--- config.mk ---
export PLATFORM = sky130hd
export DESIGN_NAME = door_ctrl_multi
export DESIGN_NICKNAME = d
export VERILOG_FILES = /design/src/rtl/door_ctrl_multi.sv
export SDC_FILE = /design/constraint.sdc
export NUM_CORES = 1
export LEC_CHECK = 0
export CAP_MARGIN = 30
export CORE_MARGIN = 1.5
export CORE_UTILIZATION = 50
export DETAILED_ROUTE_END_ITERATION = 12
export DONT_BUFFER_PORTS = 1
export PLACE_DENSITY_LB_ADDON = 0.2
export REMOVE_ABC_BUFFERS = 1
export SYNTH_ARGS = -nofsm -noshare
export SYNTH_HDL_FRONTEND = slang
export SYNTH_SLANG_ARGS = --single-unit
--- constraint.sdc ---
create_clock -name clk -period 1.5 [get_ports clk]
set_clock_uncertainty 0.05 [all_clocks]
set_input_delay 0.225 -clock clk [delete_from_list [all_inputs] [get_ports clk]]
set_output_delay 0.225 -clock clk [all_outputs]
set_load 0.005 [all_outputs]
--- src/rtl/door_ctrl_multi.sv ---
// rtl/door_ctrl_multi.sv - multi-channel pressure-mat door sequencer with debounce, hold timer and entry counters
module door_ctrl_multi #(
    parameter int N_DOORS      = 2,
    parameter int DEBOUNCE_CYC = 4,
    parameter int HOLD_CYC     = 16,
    parameter int MOVE_CYC     = 8,
    parameter int CNT_W        = 8
) (
    input  logic                       clk,
    input  logic                       rst_n,
    input  logic [N_DOORS-1:0]         pressure,
    input  logic [N_DOORS-1:0]         lock,
    output logic [N_DOORS-1:0]         door_open,
    output logic [N_DOORS-1:0]         door_moving,
    output logic [N_DOORS-1:0]         door_closed,
    output logic [N_DOORS-1:0]         open_evt,
    output logic [N_DOORS*CNT_W-1:0]   open_count
);
    localparam int MAX_T = (HOLD_CYC > MOVE_CYC) ? HOLD_CYC : MOVE_CYC;
    localparam int TW    = $clog2(MAX_T + 1);
    localparam int DW    = $clog2(DEBOUNCE_CYC + 1);

    localparam logic [TW-1:0] HOLD_T = TW'(HOLD_CYC);
    localparam logic [TW-1:0] MOVE_T = TW'(MOVE_CYC);
    localparam logic [TW-1:0] ONE_T  = TW'(1);
    localparam logic [DW-1:0] DB_TOP = DW'(DEBOUNCE_CYC - 1);

    typedef enum logic [1:0] {
        ST_CLOSED,
        ST_OPENING,
        ST_OPEN,
        ST_CLOSING
    } state_t;

    for (genvar g = 0; g < N_DOORS; g++) begin : g_door
        logic             sync1_q, sync2_q;
        logic             db_q, db_d;
        logic [DW-1:0]    dcnt_q, dcnt_d;
        state_t           state_q, state_d;
        logic [TW-1:0]    tmr_q, tmr_d;
        logic [CNT_W-1:0] cnt_q, cnt_d;
        logic             evt_q, evt_d;
        logic             open_q, moving_q, closed_q;

        always_comb begin
            db_d   = db_q;
            dcnt_d = '0;
            if (sync2_q != db_q) begin
                if (dcnt_q == DB_TOP) begin
                    db_d = sync2_q;
                end else begin
                    dcnt_d = dcnt_q + 1'b1;
                end
            end
        end

        // Timers are loaded with N and the state advances on the edge that sees 1,
        // so each timed phase lasts exactly N cycles.
        always_comb begin
            state_d = state_q;
            tmr_d   = tmr_q;
            cnt_d   = cnt_q;
            evt_d   = 1'b0;
            unique case (state_q)
                ST_CLOSED: begin
                    if (db_q && !lock[g]) begin
                        state_d = ST_OPENING;
                        tmr_d   = MOVE_T;
                        evt_d   = 1'b1;
                        if (cnt_q != {CNT_W{1'b1}}) cnt_d = cnt_q + 1'b1;
                    end
                end
                ST_OPENING: begin
                    if (tmr_q <= ONE_T) begin
                        state_d = ST_OPEN;
                        tmr_d   = HOLD_T;
                    end else begin
                        tmr_d = tmr_q - 1'b1;
                    end
                end
                ST_OPEN: begin
                    if (db_q) begin
                        tmr_d = HOLD_T;
                    end else if (tmr_q <= ONE_T) begin
                        state_d = ST_CLOSING;
                        tmr_d   = MOVE_T;
                    end else begin
                        tmr_d = tmr_q - 1'b1;
                    end
                end
                ST_CLOSING: begin
                    if (db_q) begin
                        state_d = ST_OPENING;
                        tmr_d   = MOVE_T;
                    end else if (tmr_q <= ONE_T) begin
                        state_d = ST_CLOSED;
                        tmr_d   = '0;
                    end else begin
                        tmr_d = tmr_q - 1'b1;
                    end
                end
                default: begin
                    state_d = ST_CLOSED;
                    tmr_d   = '0;
                end
            endcase
        end

        always_ff @(posedge clk) begin
            if (!rst_n) begin
                sync1_q  <= 1'b0;
                sync2_q  <= 1'b0;
                db_q     <= 1'b0;
                dcnt_q   <= '0;
                state_q  <= ST_CLOSED;
                tmr_q    <= '0;
                cnt_q    <= '0;
                evt_q    <= 1'b0;
                open_q   <= 1'b0;
                moving_q <= 1'b0;
                closed_q <= 1'b1;
            end else begin
                sync1_q  <= pressure[g];
                sync2_q  <= sync1_q;
                db_q     <= db_d;
                dcnt_q   <= dcnt_d;
                state_q  <= state_d;
                tmr_q    <= tmr_d;
                cnt_q    <= cnt_d;
                evt_q    <= evt_d;
                open_q   <= (state_d == ST_OPEN);
                moving_q <= (state_d == ST_OPENING) || (state_d == ST_CLOSING);
                closed_q <= (state_d == ST_CLOSED);
            end
        end

        assign door_open[g]                   = open_q;
        assign door_moving[g]                 = moving_q;
        assign door_closed[g]                 = closed_q;
        assign open_evt[g]                    = evt_q;
        assign open_count[g*CNT_W +: CNT_W]   = cnt_q;
    end
endmodule

==> metrics.md, run 1 <==
| Metric | Value |
|---|---|
| Run status | `complete, but fails checks` |
| Failing checks | `negative setup slack` |
| Crit Path Category | `flip-flop to flip-flop` |
| Starting density of the core | `0.519` |
| FMAX | `640 MHz` |
| Number of port buffers | `0` |
| RSZ-0062 raised after global routing | `yes` |
| Critical path buffers and inverters | `2` |
| Final Max Tran Viols | `0` |
| VDD IR max | `around 520 uV` |
| Fin. Hold Viols | `0` |
| WL final | `5330 microns` |
| H-Tree Depth | `2` |
| Ys Warns | `0` |
| Layout cell share with drive strength beyond 1 | `0.274` |
| CP dominant cell by count | `buf_4` |
| Worst-skew pair later-pin latency | `between 0.2 and 0.3 ns` |
| Setup ws final | `-0.0636 ns` |
| Worst Tran Pin Value | `0.525 ns` |
| Routed Antenna Nets | `0` |
| Cell area power density | `around 770 nW/um^2` |
| Nets | `337` |
| 1st-pass router iterations | `4` |
| Commonest non-fill, non-tap cell in the layout | `buf_4` |
| Core area | `4720 sq um` |
| Netlist cell types | `59` |
| Full die area | `approximately 5300 sq um` |
| CP endpoint kind | `flip-flop` |
| Initial antenna violation count | `0` |
| Clock power share | `0.407` |
| Post-synth EDFFs | `0` |
| Tot Pwr | `~2300 uW` |
| DPL Wire Length | `3580 microns` |
| Slowest-stage cell, CP | `dfxtp_2` |
| Clock Pin Slew Worst Setup and Hold Paths | `~0.080 ns` |
| Switching share of power | `0.189` |
| Final period util | `1.04` |
| Synth Register Bits | `50` |
| CTS tree | `yes` |
| Arrival @ worst endpoint | `1.70 ns` |
| Root Buffer Master | `clkbuf_8` |
| Most frequent cells in the layout | `buf_4 (47), dfxtp_1 (44), nor2_1 (28), nand2_1 (20), a21oi_1 (15)` |
| Via count | `2108` |
| Sink Count | `50` |
| WL/cell | `13.7 microns` |
| Worst hold-check path type | `primary input to flip-flop` |
| Average size of a mapped cell | `~8.7 sq um` |
| Die X | `73.1 microns` |
| Global route total overflow | `0` |
| GRT Total Usage | `0.204` |
| Synth top area share | `0.408` |
| FFs w/ async S/R, synth | `0` |
| DRT iter0 DRCs | `86` |
| Part of the power in combinational logic | `0.018` |
| Area Growth Syn to Fin | `23.5%` |
| P_sw | `438 uW` |
| Crit path required time | `1.64 ns` |
| Buffers from clock root to sink, at most | `2` |
| Setup violations, final | `2` |
| Max_slew headroom | `0.647` |
| Chip Height | `73.1 microns` |
| Top cell type by total area after synthesis | `dfxtp_1` |
| CP max stage delay | `~0.34 ns` |
| Top FF cell, synth | `dfxtp_1` |
| Residual DRC | `0` |
| Core Rows | `25` |
| Period minus WS final | `1.56 ns` |
| Vias in the first global route | `1974` |
| Power Internal | `between 1500 and 2000 uW` |
| Synth area leaders | `dfxtp_1 (41%), ha_1 (5.1%), nor2_1 (4.3%)` |
| Seq/Total Area, Yosys | `0.408` |
| Cell Area, Synth | `2450 sq um` |
| Syn Inst Count | `282` |
| CP delay by family, top | `simple AND/OR/NAND/NOR gates` |
| Placer Congestion | `approximately 0.87` |
| Diode count | `0` |
| Worst-path fanout max | `3` |
| TritonCTS buffer count | `5` |
| Leak Pwr | `0.00117 uW` |
| Crit-path cells | `nor4b_4, buf_4, nand3_2, buf_4, o311a_1` |
| CP startpoint kind | `flip-flop` |
| I/O pin cnt | `30` |
| Seq pwr share | `0.575` |
| Worst slack at placement | `-0.104 ns` |
| First-pass GRT wire length | `about 8600 microns` |
| Fillers | `399` |
| MaxCap Viol Count | `0` |
| Routed vias/inst | `about 5.4` |
| Largest net degree at the start of global routing | `24` |
## flip-flops by register name (all words and copies together), names as in the netlist
| register | flops |
|---|---|
| g_door.closed_q | 2 |
| g_door.sync1_q | 2 |
| g_door.moving_q | 2 |
| g_door.cnt_q | 16 |
| g_door.db_q | 2 |
| g_door.state_q | 4 |
| g_door.sync2_q | 2 |
| g_door.open_q | 2 |
| g_door.evt_q | 2 |
| g_door.tmr_q | 10 |
| g_door.dcnt_q | 6 |
## final timing paths
path	start	to	slack [ns]	cells past startpoint
worst max register to register	g_door[1].state_q[0]	g_door[1].cnt_q[6]	-0.06	5
worst min-delay path	rst_n	g_door[1].cnt_q[3]	0.01	2
worst min register to register	g_door[1].dcnt_q[0]	g_door[1].dcnt_q[0]	0.37	1
worst max-delay path	g_door[1].state_q[0]	g_door[1].cnt_q[6]	-0.06	5
## power by group through the flow
stage               Combinational [uW]  Sequential (uW)  Clock, uW
global route                      45.9             1330       1030
floorplan                         20.1             1370          0
finish                            42.2             1330        944
detailed placement                31.3             1370          0
global placement                  30.9             1370          0
CTS                               38.5             1340        974
## layer usage
metal / global-route usage / vias up / part of all wire
met4: 0.0629 / 0 / 0.0051
met3: 0.0525 / 2 / 0.041
met1: 0.266 / 986 / 0.47
met5: 0 / - / 0
li1: - / 1078 / -
met2: 0.331 / 42 / 0.48
## cell families after synthesis
family / after synthesis / synth area share
AOI/OAI and AO/OA: 62 / 0.173
buffers and inverters: 33 / 0.0668
adders and majority gates: 10 / 0.0510
muxes: 4 / 0.0168
DFF: 50 / 0.408
xor gates and xnor gates: 5 / 0.0179
and+or+nand+nor: 118 / 0.266
## synthesized netlist by cell type (3+ instances only)
library cell,count
a21oi_1,18
nor2_1,28
o311a_1,3
dfxtp_1,50
nor2b_1,6
mux2i_1,3
o21bai_1,3
nand4_1,5
xor2_1,3
nand3b_1,3
inv_1,13
and3_1,3
nor3_1,10
a22oi_1,4
clkbuf_1,8
nand2_1,21
ha_1,10
o21ai_0,11
or3_1,7
and2_1,8
nand3_1,11
buf_4,8
## cell type report
type	instances	area (sq um)	area share
Multi-Input combinational cell	199	1380	0.454
Tap cell	67	83.8	0.0277
Inverter	14	52.6	0.0173
Clock inverter	1	30.0	0.00991
Clock buffer	6	82.6	0.0273
Timing Repair Buffer	51	394	0.130
Sequential cell	50	1010	0.334
## worst reg2reg max path, cell delays in order, from the launching register on
cell and delay (ns):
dfxtp_2 0.34, nor4b_4 0.33, buf_4 0.17, nand3_2 0.09, buf_4 0.17, o311a_1 0.31
## timing repair
| item | in CTS | in global routing |
|---|---|---|
| setup buffers | 3 | 3 |
| hold buffers | 2 | 1 |
| hold endpoints to repair | 5 | 2 |
| pin swaps | 3 | 10 |
| setup endpoints to repair | 6 | 24 |
| gates resized for setup | 8 | 27 |
## stage by stage
| stage | utilization | area, sq um | hold slack, ns | setup TNS, ns | std cells |
|---|---|---|---|---|---|
| floorplan | - | 2340 | 0.292 | -0.218 | 263 |
| global placement | 0.582 | 2750 | 0.302 | -0.0956 | 373 |
| detailed placement | 0.582 | 2750 | 0.304 | -0.222 | 373 |
| CTS | 0.620 | 2930 | 0.00262 | 0 | 385 |
| global route | 0.641 | 3030 | -0.00000128 | -0.450 | 388 |
| finish | 0.641 | 3030 | 0.0142 | -0.0797 | 388 |
Power figures use the tool's default switching activity.
==> inputs of run 2 (changes only) <==
CORE_ASPECT_RATIO = 0.6   (was default)
PLACE_DENSITY = 0.68   (was default)
PLACE_DENSITY_LB_ADDON = default   (was 0.2)
clock period = 1.28 ns   (was 1.5 ns; I/O delays follow)
==> metrics.md, run 2 (synthesis results as in run 1) <==
| Metric | Value |
|---|---|
| DP Area | `2990 sq um (was 2750 sq um)` |
| Hold_sp | `rst_n (unchanged)` |
| Worst-skew pair later-pin latency | `0.33 ns (was 0.29 ns)` |
| First-pass GRT wire length | `9990 microns (was 8600 microns)` |
| Max reg flops | `16 (unchanged)` |
| Failing checks | `negative hold slack, negative setup slack (was negative setup slack)` |
| 1st-pass router iterations | `5 (was 4)` |
| WL final | `8590 microns (was 5330 microns)` |
| MaxCap Viol Count | `0 (unchanged)` |
| Setup ws final | `-0.363 ns (was -0.0636 ns)` |
| Period minus WS final | `1.64 ns (was 1.56 ns)` |
| Footprint of the multi-input gates | `1760 sq um (was 1380 sq um)` |
| Residual DRC | `0 (unchanged)` |
| DRT iter0 DRCs | `219 (was 86)` |
| Worst-path fanout max | `2 (was 3)` |
| VDD IR max | `513 uV (was 521 uV)` |
| Vias in the first global route | `2097 (was 1974)` |
| I/O pin cnt | `30 (unchanged)` |
| Root Buffer Master | `clkbuf_8 (unchanged)` |
| Buffers from clock root to sink, at most | `2 (unchanged)` |
| Max_slew headroom | `0.776 (was 0.647)` |
| Final period util | `1.28 (was 1.04)` |
| Number of port buffers | `0 (unchanged)` |
| Tot Pwr | `2840 uW (was 2320 uW)` |
| Crit path required time | `1.46 ns (was 1.64 ns)` |
| Hold_buf cts | `4 (was 2)` |
| Leak Pwr | `0.00146 uW (was 0.00117 uW)` |
| Commonest non-fill, non-tap cell in the layout | `buf_4 (unchanged)` |
| Clock Pin Slew Worst Setup and Hold Paths | `0.11 ns (was 0.08 ns)` |
| Core area | `4640 sq um (was 4720 sq um)` |
| Layout cell share with drive strength beyond 1 | `0.544 (was 0.274)` |
| Largest net degree at the start of global routing | `28 (was 24)` |
| CTS tree | `yes (unchanged)` |
| WL/cell | `20.0 microns (was 13.7 microns)` |
| Setup violations, final | `42 (was 2)` |
| CP endpoint kind | `flip-flop (unchanged)` |
| Crit Path Category | `flip-flop to flip-flop (unchanged)` |
| RSZ-0062 raised after global routing | `yes (unchanged)` |
| Final Max Tran Viols | `0 (unchanged)` |
| CP startpoint kind | `flip-flop (unchanged)` |
| Full die area | `5350 sq um (was 5340 sq um)` |
| H-Tree Depth | `2 (unchanged)` |
| Top Registers | `g_door.cnt_q x16, g_door.tmr_q x10, g_door.dcnt_q x6 (unchanged)` |
| Diode count | `0 (unchanged)` |
| Run status | `complete, but fails checks (unchanged)` |
| R2R Path End | `g_door[1].cnt_q[7] (was g_door[1].cnt_q[6])` |
| Fillers | `222 (was 399)` |
| Design area | `3870 sq um (was 3030 sq um)` |
| Most frequent cells in the layout | `buf_4 (64), dfxtp_1 (33), buf_6 (27), nor2_1 (19), nand2_1 (17) (was buf_4 (47), dfxtp_1 (44), nor2_1 (28), nand2_1 (20), a21oi_1 (15))` |
| Placer Congestion | `0.826 (was 0.871)` |
| RR Startpoint | `g_door[1].state_q[0] (unchanged)` |
| Initial antenna violation count | `0 (unchanged)` |
| Starting density of the core | `0.529 (was 0.519)` |
| Worst hold-check path type | `primary input to flip-flop (unchanged)` |
| Core Rows | `19 (was 25)` |
| Reg2reg path depth | `4 (was 5)` |
| Register area | `1030 sq um (was 1010 sq um)` |
| Die X | `93.4 microns (was 73.1 microns)` |
| Nets | `381 (was 337)` |
| Fin. Hold Viols | `14 (was 0)` |
| Global route total overflow | `0 (unchanged)` |
| Biggest register | `g_door.cnt_q (unchanged)` |
| Hold Crit Depth | `2 (unchanged)` |
| Sink Count | `50 (unchanged)` |
| DPL Wire Length | `3920 microns (was 3580 microns)` |
| R2r setup slk | `-0.36 ns (was -0.06 ns)` |
| GRT Total Usage | `0.239 (was 0.204)` |
| Arrival @ worst endpoint | `1.83 ns (was 1.70 ns)` |
| Worst slack at placement | `-0.328 ns (was -0.104 ns)` |
| Hold Worst Slack | `-0.0734 ns (was 0.0142 ns)` |
| Final Util | `0.834 (was 0.641)` |
| Via count | `2590 (was 2108)` |
| Routed Antenna Nets | `0 (unchanged)` |
| FMAX | `609 MHz (was 640 MHz)` |
| Cell area power density | `735 nW/um^2 (was 766 nW/um^2)` |
| Chip Height | `57.3 microns (was 73.1 microns)` |
| Hold EP | `g_door[1].cnt_q[3] (unchanged)` |
| Worst Tran Pin Value | `0.334 ns (was 0.525 ns)` |
| Area Growth Syn to Fin | `57.6% (was 23.5%)` |
| TritonCTS buffer count | `5 (unchanged)` |
| Routed vias/inst | `6.04 (was 5.43)` |
-- run 2: cell count changes in the layout (fill, tap and decap cells not counted), moves of 5 or more --
cell,delta
nor3_1,-5
ha_4,+6
buf_4,+17
nor2_1,-9
dfxtp_2,+9
ha_1,-7
buf_6,+26
dfxtp_1,-11
a21oi_1,-5
nor2_2,+8
-- run 2: how the worst max path moves through the flow --
stage,startpoint,to
final,g_door[1].state_q[0],g_door[1].cnt_q[7]
after floorplan,g_door[1].state_q[1],g_door[1].cnt_q[7]
after global placement,g_door[1].state_q[1],g_door[1].cnt_q[7]
after global routing,g_door[1].state_q[0],g_door[1].cnt_q[7]
after CTS,g_door[1].state_q[0],g_door[1].cnt_q[7]
after detailed placement,g_door[1].state_q[1],g_door[1].cnt_q[7]
-- run 2: critical path: stages, from the launching register on --
cell and delay [ns]:
dfxtp_2 0.35, nor4b_4 0.36, nand4_2 0.16, or4_1 0.44, and3_4 0.19
-- run 2: area by class of cell --
cell class / instances / area share
repair buffers: 95 / 0.213
inverters: 14 / 0.0142
flip-flops and latches: 50 / 0.266
multi-input cells: 199 / 0.456
clock inverters: 3 / 0.0123
clock buffers: 5 / 0.0178
well taps: 63 / 0.0204
-- run 2: through the flow --
step           hold WS [ns]  TNS [ns]  cells
6_report            -0.0734     -5.72    429
5_1_grt             -0.0899     -7.00    429
4_1_cts             -0.0680     -2.79    422
3_5_place_dp          0.273     -5.67    402
3_3_place_gp          0.269     -3.96    402
2_1_floorplan         0.259     -3.54    263
-- run 2: power by group --
group	total (uW)	switching (uW)	internal (uW)
Sequential	1560	5.76	1560
Clock	1220	623	594
Combinational	60.9	31.0	29.8
Total	2840	660	2180
-- run 2: what timing repair did --
item                       4_1_cts  5_1_grt
setup endpoints to repair       42       42
gates resized for setup         84       75
hold endpoints to repair        19       15
buffers inserted                 9        9
pin swaps                       45       43
-- run 2: metal layers --
| layer | vias to the layer above | wire length (microns) | global-route usage |
|---|---|---|---|
| met3 | 36 | 594 | 0.0533 |
| met4 | 0 | 403 | 0.0714 |
| met1 | 1246 | 3600 | 0.354 |
| met2 | 131 | 4000 | 0.348 |
| met5 | - | 0 | 0 |
| li1 | 1177 | - | - |
